<file path="src/rtl/butterfly_stage_ctrl.sv">
// butterfly_stage_ctrl
// Sequences one 128-butterfly NTT stage over a 256-entry coefficient RAM.
// The block issues one read pair per cycle, presents the matching zeta index,
// and writes the butterfly results back two cycles after each read.
// hold_i freezes the whole read/write pipeline in place.
// Index maths uses shifts and masks only. The group length is a power of two,
// so k/len and k%len reduce to a shift and a mask.

module butterfly_stage_ctrl #(
   parameter int W = 23
) (
   input  logic         clk_i,
   input  logic         rst_i,
   input  logic         start_i,
   input  logic         mode_i,
   input  logic [2:0]   stage_i,
   input  logic         hold_i,
   output logic [7:0]   rd_addr_a_o,
   output logic [7:0]   rd_addr_b_o,
   output logic         rd_en_o,
   output logic [7:0]   twiddle_idx_o,
   output logic         sel_butterfly_o,
   input  logic [W-1:0] res_a_i,
   input  logic [W-1:0] res_b_i,
   output logic [7:0]   wr_addr_a_o,
   output logic [7:0]   wr_addr_b_o,
   output logic [W-1:0] wr_data_a_o,
   output logic [W-1:0] wr_data_b_o,
   output logic         wr_en_o,
   output logic         busy_o,
   output logic         done_o
);

   typedef enum logic [1:0] {
      IDLE  = 2'd0,
      RUN   = 2'd1,
      DRAIN = 2'd2,
      DONE  = 2'd3
   } state_t;

   localparam logic [6:0] K_LAST = 7'd127;

   // Returns {a, b, twiddle} for butterfly k.
   // Forward (CT) uses len = 128>>s. Inverse (GS) uses len = 1<<s.
   // Forward twiddle is (1<<s)+g. Because g < 2^s, that sum equals (1<<s)|g.
   // Inverse twiddle is (256>>s)-1-g. Because g < 2^(7-s), that equals (0xFF>>s)^g.
   function automatic logic [23:0] index_calc(input logic [6:0] k,
                                               input logic       m,
                                               input logic [2:0] s);
      logic [2:0] lg;
      logic [7:0] len;
      logic [7:0] mask;
      logic [7:0] kk;
      logic [7:0] o;
      logic [7:0] g;
      logic [7:0] a;
      logic [7:0] b;
      logic [7:0] tw;
      if (m) begin
         lg = s;
      end else begin
         lg = 3'd7 - s;
      end
      len  = 8'd1 << lg;
      mask = len - 8'd1;
      kk   = {1'b0, k};
      o    = kk & mask;
      g    = kk >> lg;
      // 2*g*len is simply the group bits of k moved up by one position
      a    = ((kk & ~mask) << 1) | o;
      // bit lg of a is always clear, so adding len is an OR
      b    = a | len;
      if (m) begin
         tw = (8'hFF >> s) ^ g;
      end else begin
         tw = (8'd1 << s) | g;
      end
      return {a, b, tw};
   endfunction

   state_t         state_r;
   state_t         state_nxt_s;
   logic [6:0]     k_r;
   logic           mode_r;
   logic [2:0]     stage_r;

   logic           rd_vld_r;
   logic [7:0]     rd_addr_a_r;
   logic [7:0]     rd_addr_b_r;
   logic [7:0]     tw_r;

   logic           p1_vld_r;
   logic [7:0]     p1_addr_a_r;
   logic [7:0]     p1_addr_b_r;

   logic           wr_vld_r;
   logic [7:0]     wr_addr_a_r;
   logic [7:0]     wr_addr_b_r;
   logic [W-1:0]   wr_data_a_r;
   logic [W-1:0]   wr_data_b_r;

   logic           busy_r;
   logic           done_r;

   logic           start_acc_s;
   logic           issue_s;
   logic           last_issue_s;
   logic           wr_fire_s;
   logic [6:0]     calc_k_s;
   logic           calc_mode_s;
   logic [2:0]     calc_stage_s;
   logic [23:0]    calc_s;

   // Pipeline strobes and the index set for the next butterfly to present
   always_comb begin
      start_acc_s  = 1'b0;
      issue_s      = 1'b0;
      last_issue_s = 1'b0;
      wr_fire_s    = 1'b0;
      calc_k_s     = 7'd0;
      calc_mode_s  = 1'b0;
      calc_stage_s = 3'd0;
      calc_s       = 24'd0;

      start_acc_s  = (state_r == IDLE) && start_i;
      issue_s      = rd_vld_r && !hold_i;
      last_issue_s = issue_s && (k_r == K_LAST);
      wr_fire_s    = wr_vld_r && !hold_i;
      // On start the first butterfly is built from the live inputs, so the read lands in the very next cycle
      if (start_acc_s) begin
         calc_k_s     = 7'd0;
         calc_mode_s  = mode_i;
         calc_stage_s = stage_i;
      end else begin
         calc_k_s     = k_r + 7'd1;
         calc_mode_s  = mode_r;
         calc_stage_s = stage_r;
      end
      calc_s = index_calc(calc_k_s, calc_mode_s, calc_stage_s);
   end

   // Next-state logic: hold only delays transitions through the strobes above
   always_comb begin
      state_nxt_s = state_r;
      case (state_r)
         IDLE: begin
            if (start_i) begin
               state_nxt_s = RUN;
            end else begin
               state_nxt_s = IDLE;
            end
         end
         RUN: begin
            if (last_issue_s) begin
               state_nxt_s = DRAIN;
            end else begin
               state_nxt_s = RUN;
            end
         end
         DRAIN: begin
            // The last write is the one that fires with nothing left behind it
            if (wr_fire_s && !p1_vld_r) begin
               state_nxt_s = DONE;
            end else begin
               state_nxt_s = DRAIN;
            end
         end
         DONE: begin
            state_nxt_s = IDLE;
         end
         default: begin
            state_nxt_s = IDLE;
         end
      endcase
   end

   // FSM state register
   always_ff @(posedge clk_i or posedge rst_i) begin
      if (rst_i) begin
         state_r <= IDLE;
      end else begin
         state_r <= state_nxt_s;
      end
   end

   // Read issue stage: latch the pass configuration and step k one butterfly per unstalled cycle
   always_ff @(posedge clk_i or posedge rst_i) begin
      if (rst_i) begin
         k_r         <= 7'd0;
         mode_r      <= 1'b0;
         stage_r     <= 3'd0;
         rd_vld_r    <= 1'b0;
         rd_addr_a_r <= 8'd0;
         rd_addr_b_r <= 8'd0;
         tw_r        <= 8'd0;
      end else if (start_acc_s) begin
         k_r         <= 7'd0;
         mode_r      <= mode_i;
         stage_r     <= stage_i;
         rd_vld_r    <= 1'b1;
         rd_addr_a_r <= calc_s[23:16];
         rd_addr_b_r <= calc_s[15:8];
         tw_r        <= calc_s[7:0];
      end else if (issue_s) begin
         k_r <= k_r + 7'd1;
         if (last_issue_s) begin
            rd_vld_r <= 1'b0;
         end else begin
            rd_vld_r    <= 1'b1;
            rd_addr_a_r <= calc_s[23:16];
            rd_addr_b_r <= calc_s[15:8];
            tw_r        <= calc_s[7:0];
         end
      end
   end

   // Address/valid pipeline and write registers; everything freezes while hold_i is high
   always_ff @(posedge clk_i or posedge rst_i) begin
      if (rst_i) begin
         p1_vld_r    <= 1'b0;
         p1_addr_a_r <= 8'd0;
         p1_addr_b_r <= 8'd0;
         wr_vld_r    <= 1'b0;
         wr_addr_a_r <= 8'd0;
         wr_addr_b_r <= 8'd0;
         wr_data_a_r <= {W{1'b0}};
         wr_data_b_r <= {W{1'b0}};
      end else if (!hold_i) begin
         p1_vld_r <= issue_s;
         if (issue_s) begin
            p1_addr_a_r <= rd_addr_a_r;
            p1_addr_b_r <= rd_addr_b_r;
         end
         wr_vld_r <= p1_vld_r;
         if (p1_vld_r) begin
            wr_addr_a_r <= p1_addr_a_r;
            wr_addr_b_r <= p1_addr_b_r;
            wr_data_a_r <= res_a_i;
            wr_data_b_r <= res_b_i;
         end
      end
   end

   // Status flags follow the state being entered, so they change together with it
   always_ff @(posedge clk_i or posedge rst_i) begin
      if (rst_i) begin
         busy_r <= 1'b0;
         done_r <= 1'b0;
      end else begin
         busy_r <= (state_nxt_s != IDLE);
         done_r <= (state_nxt_s == DONE);
      end
   end

   // The enables are gated by hold_i directly. This takes them low in the same cycle the stall is raised.
   assign rd_en_o         = rd_vld_r && !hold_i;
   assign wr_en_o         = wr_vld_r && !hold_i;
   assign rd_addr_a_o     = rd_addr_a_r;
   assign rd_addr_b_o     = rd_addr_b_r;
   assign twiddle_idx_o   = tw_r;
   assign sel_butterfly_o = mode_r;
   assign wr_addr_a_o     = wr_addr_a_r;
   assign wr_addr_b_o     = wr_addr_b_r;
   assign wr_data_a_o     = wr_data_a_r;
   assign wr_data_b_o     = wr_data_b_r;
   assign busy_o          = busy_r;
   assign done_o          = done_r;

endmodule

</file>
<file path="config.mk">
export PLATFORM = sky130hd
export DESIGN_NAME = butterfly_stage_ctrl
export DESIGN_NICKNAME = d
export VERILOG_FILES = /design/src/rtl/butterfly_stage_ctrl.sv
export SDC_FILE = /design/constraint.sdc
export NUM_CORES = 1
export LEC_CHECK = 0
export ABC_AREA = 1
export CAP_MARGIN = 10
export CORE_ASPECT_RATIO = 0.9
export CORE_UTILIZATION = 46
export CTS_BUF_LIST = sky130_fd_sc_hd__clkbuf_2 sky130_fd_sc_hd__clkbuf_4 sky130_fd_sc_hd__clkbuf_8
export DETAILED_ROUTE_END_ITERATION = 10
export PLACE_DENSITY = 0.87
export SETUP_SLACK_MARGIN = 0.2
export SLEW_MARGIN = 20
export SYNTH_ARGS = -nofsm -noshare
export SYNTH_HDL_FRONTEND = slang
export SYNTH_SLANG_ARGS = --single-unit
</file>
<file path="constraint.sdc">
create_clock -name clk_i -period 4.3 [get_ports clk_i]
set_clock_uncertainty 0.2 [all_clocks]
set_input_delay 1.075 -clock clk_i [delete_from_list [all_inputs] [get_ports clk_i]]
set_output_delay 1.075 -clock clk_i [all_outputs]
set_load 0.005 [all_outputs]
</file>
==> reports/qor.yml <==
placement:
  hpwl_um: 10300
  gp_congestion: 0.872
  io_buffers: 144
  dp_cells: 846
  placed_area_um2: 7140
synthesis:
  synth_common_cells: "nand2_1 (155), dfrtp_1 (120), mux2_2 (56)"
  synth_nets: 615
  synth_area_um2: 5540
  ys.warnings.count: 0
  synth-async-reset-ratio: 1.00
  yosysTopAreaCellShare: 0.542
  ys_seq_area_frac: 0.542
  ys_types: 36
  synth.avg_cell_area_um2: 9.91
  synthCells: 559
  synth.most_common_cell: "nand2_1"
  synth-main-ff-cell: "dfrtp_1"
  synth_area_leaders: "dfrtp_1 (54%), mux2_2 (11%), nand2_1 (11%), nand3_1 (4.1%), inv_1 (3.2%)"
  synth_edf_count: 0
  synth_seq_cells: 120
  yosys.area.top_type: "dfrtp_1"
setup_path:
  cp_max_fo: 3
  reg2reg_depth: 13
  cp_data_arrival_time_ns: 2.41
  rrSetupSlack_ns: 1.48
  rr_startpoint: "state_r[1]$_DFF_PP0_"
  cpMaxStageDelayCell: "clkdlybuf4s50_1"
  path_class: "input port to output pin"
  start_kind: "input port"
  crit_path_end_kind: "output pin"
  rr_endpoint: "rd_addr_b_o[2]$_DFFE_PP0P_"
  crit_required_ns: 3.02
  crit_path_frequent_cell: "clkdlybuf4s50_1"
  cpPeakStageDelay_ns: 0.58
  worstPathCellList: "clkdlybuf4s50_1 > nor2_1 > clkdlybuf4s50_1"
clock_network:
  cts_buffer_depth: 2
  htree_levels: 4
  postCtsHoldBufs: 0
  clock-sinks: 120
  clkTransAtPathRegs_ns: 0.07
  insertion_delay_ns: 0.43
  cts_setup_buffers: 0
  cts_made_buffers: 17
  cts_resized: 0
  clockRootBuffer: "clkbuf_8"
  cts_tree: "built"
detailed_routing:
  drt_wl_total_um: 14400
  routedWlPerCell_um: 16.4
  drt_iter0_markers: 304
  num_vias: 4445
  drc: 0
  dr.pass1.iters: 6
  ant_nets: 0
  viasPerCell: 5.06
floorplan:
  ios: 145
  core-area_um2: 11600
  start_util: 0.479
  die_area_um2: 12500
  rows: 37
  die_h_um: 106
  die_w_um: 118
timing:
  slew_viol_final: 0
  timing.hold.ws_ns: 0.278
  rsz0062_at_grt: "no"
  setup_violations: 0
  max_freq_mhz: 272
  period_minus_slack_ns: 3.68
  period_share: 0.856
  relSlewSlack: 0.537
  tightest_slew_ns: 0.694
  finalSetupTns_ns: 0
  hold_violations: 0
power:
  vdd_drop_max_uv: 272
  total_power_uw: 4860
  powerDensity_nw_per_um2: 644
  leakage_uw: 0.00349
global_route:
  grt_max_degree: 121
  grt_overflow_total: 0
  grt.total_usage: 0.241
  grt_pass1_wl_um: 23300
  grt_antenna_before_repair: 0
  grt_pass1_vias: 4487
final_layout:
  multi_input_area_um2: 2250
  drive_above_1_share: 0.183
  instances_no_fill: 878
  register_area_um2: 3000
  nNetsFinal: 765
  final_area_um2: 7540
  n_fill_cell: 894
  num_antenna_cells: 0
  area_delta_synth_final_pct: 36.1
job:
  maxCapViolCount: 0
worst_hold_path:
  hp-start: "p1_addr_b_r[2]$_DFFE_PP0P_"
  hold_depth: 2
  hp-class: "register to register"
  min_to: "p1_addr_b_r[2]$_DFFE_PP0P_"
outcome:
  status: "completed"
==> flip-flops by register name (all words and copies together) (netlist names), 8 cells and up <==
| name | cells |
|---|---|
| p1_addr_a_r | 8 |
| p1_addr_b_r | 8 |
| wr_addr_a_o | 8 |
| wr_addr_b_o | 8 |
| wr_data_a_o | 23 |
| rd_addr_a_o | 8 |
| twiddle_idx_o | 8 |
| wr_data_b_o | 23 |
| rd_addr_b_o | 8 |
==> power by group <==
group | switching [uW] | internal [uW] | leakage, uW | total (uW)
sequential | 254 | 1530 | 0.00149 | 1780
clock | 509 | 528 | 0.000197 | 1040
combinational | 989 | 1050 | 0.00181 | 2040
==> cell families (layout without fill, tap and decap cells) <==
logic type	Yosys count	in the layout	share of synthesized area
muxes	56	56	0.114
buffers and inverters	66	229	0.0522
adders and majority gates	2	2	0.00452
AOI/OAI and AO/OA	58	58	0.0608
and+or+nand+nor	257	257	0.227
DFF	120	120	0.542
==> worst max-delay path by stage <==
stage | from | end | cells past startpoint
2_1_floorplan | hold_i | rd_en_o | 3
3_3_place_gp | start_i | rd_addr_b_o[2]$_DFFE_PP0P_ | 15
3_5_place_dp | start_i | rd_addr_b_o[2]$_DFFE_PP0P_ | 13
4_1_cts | hold_i | rd_en_o | 3
5_1_grt | hold_i | rd_en_o | 3
6_report | hold_i | rd_en_o | 3
==> stage by stage <==
step	setup WS, ns	util
global placement	0.542	0.617
finish	0.617	0.652
detailed placement	0.415	0.617
CTS	0.617	0.652
global route	0.603	0.652
floorplan	1.19	-
==> worst max-delay path: cells and delay by family <==
family / cells / cell delay (ns)
AND/OR/NAND/NOR: 1 / 0.31
buffers and inverters: 2 / 1.03
==> cells in the final DEF (no fill, tap or decap), types with 12 or more instances in the layout <==
cell / synthesis / layout
nand2_4: 12 / 12
inv_1: 47 / 46
nand2_1: 155 / 154
nor2_1: 17 / 17
clkdlybuf4s50_1: 0 / 144
mux2_2: 56 / 56
nand3_1: 45 / 45
clkbuf_8: 0 / 17
dfrtp_1: 120 / 120
o21ai_0: 29 / 29
==> layer usage <==
metal | GRT usage | vias to the layer above | wire (um) | share of wire
met2 | 0.409 | 156 | 7100 | 0.49
met1 | 0.308 | 2136 | 6290 | 0.44
li1 | - | 2136 | - | -
met5 | 0 | - | 0 | 0
met4 | 0.0568 | 0 | 162 | 0.011
met3 | 0.0665 | 17 | 858 | 0.060
==> layout make-up <==
cell class,count,area share
Clock buffer,17,0.0310
Clock inverter,15,0.0222
Tap cell,156,0.0259
Timing Repair Buffer,149,0.199
Inverter,48,0.0247
Multi-Input combinational cell,373,0.298
Sequential cell,120,0.398
(Power assumes the default switching activity.)
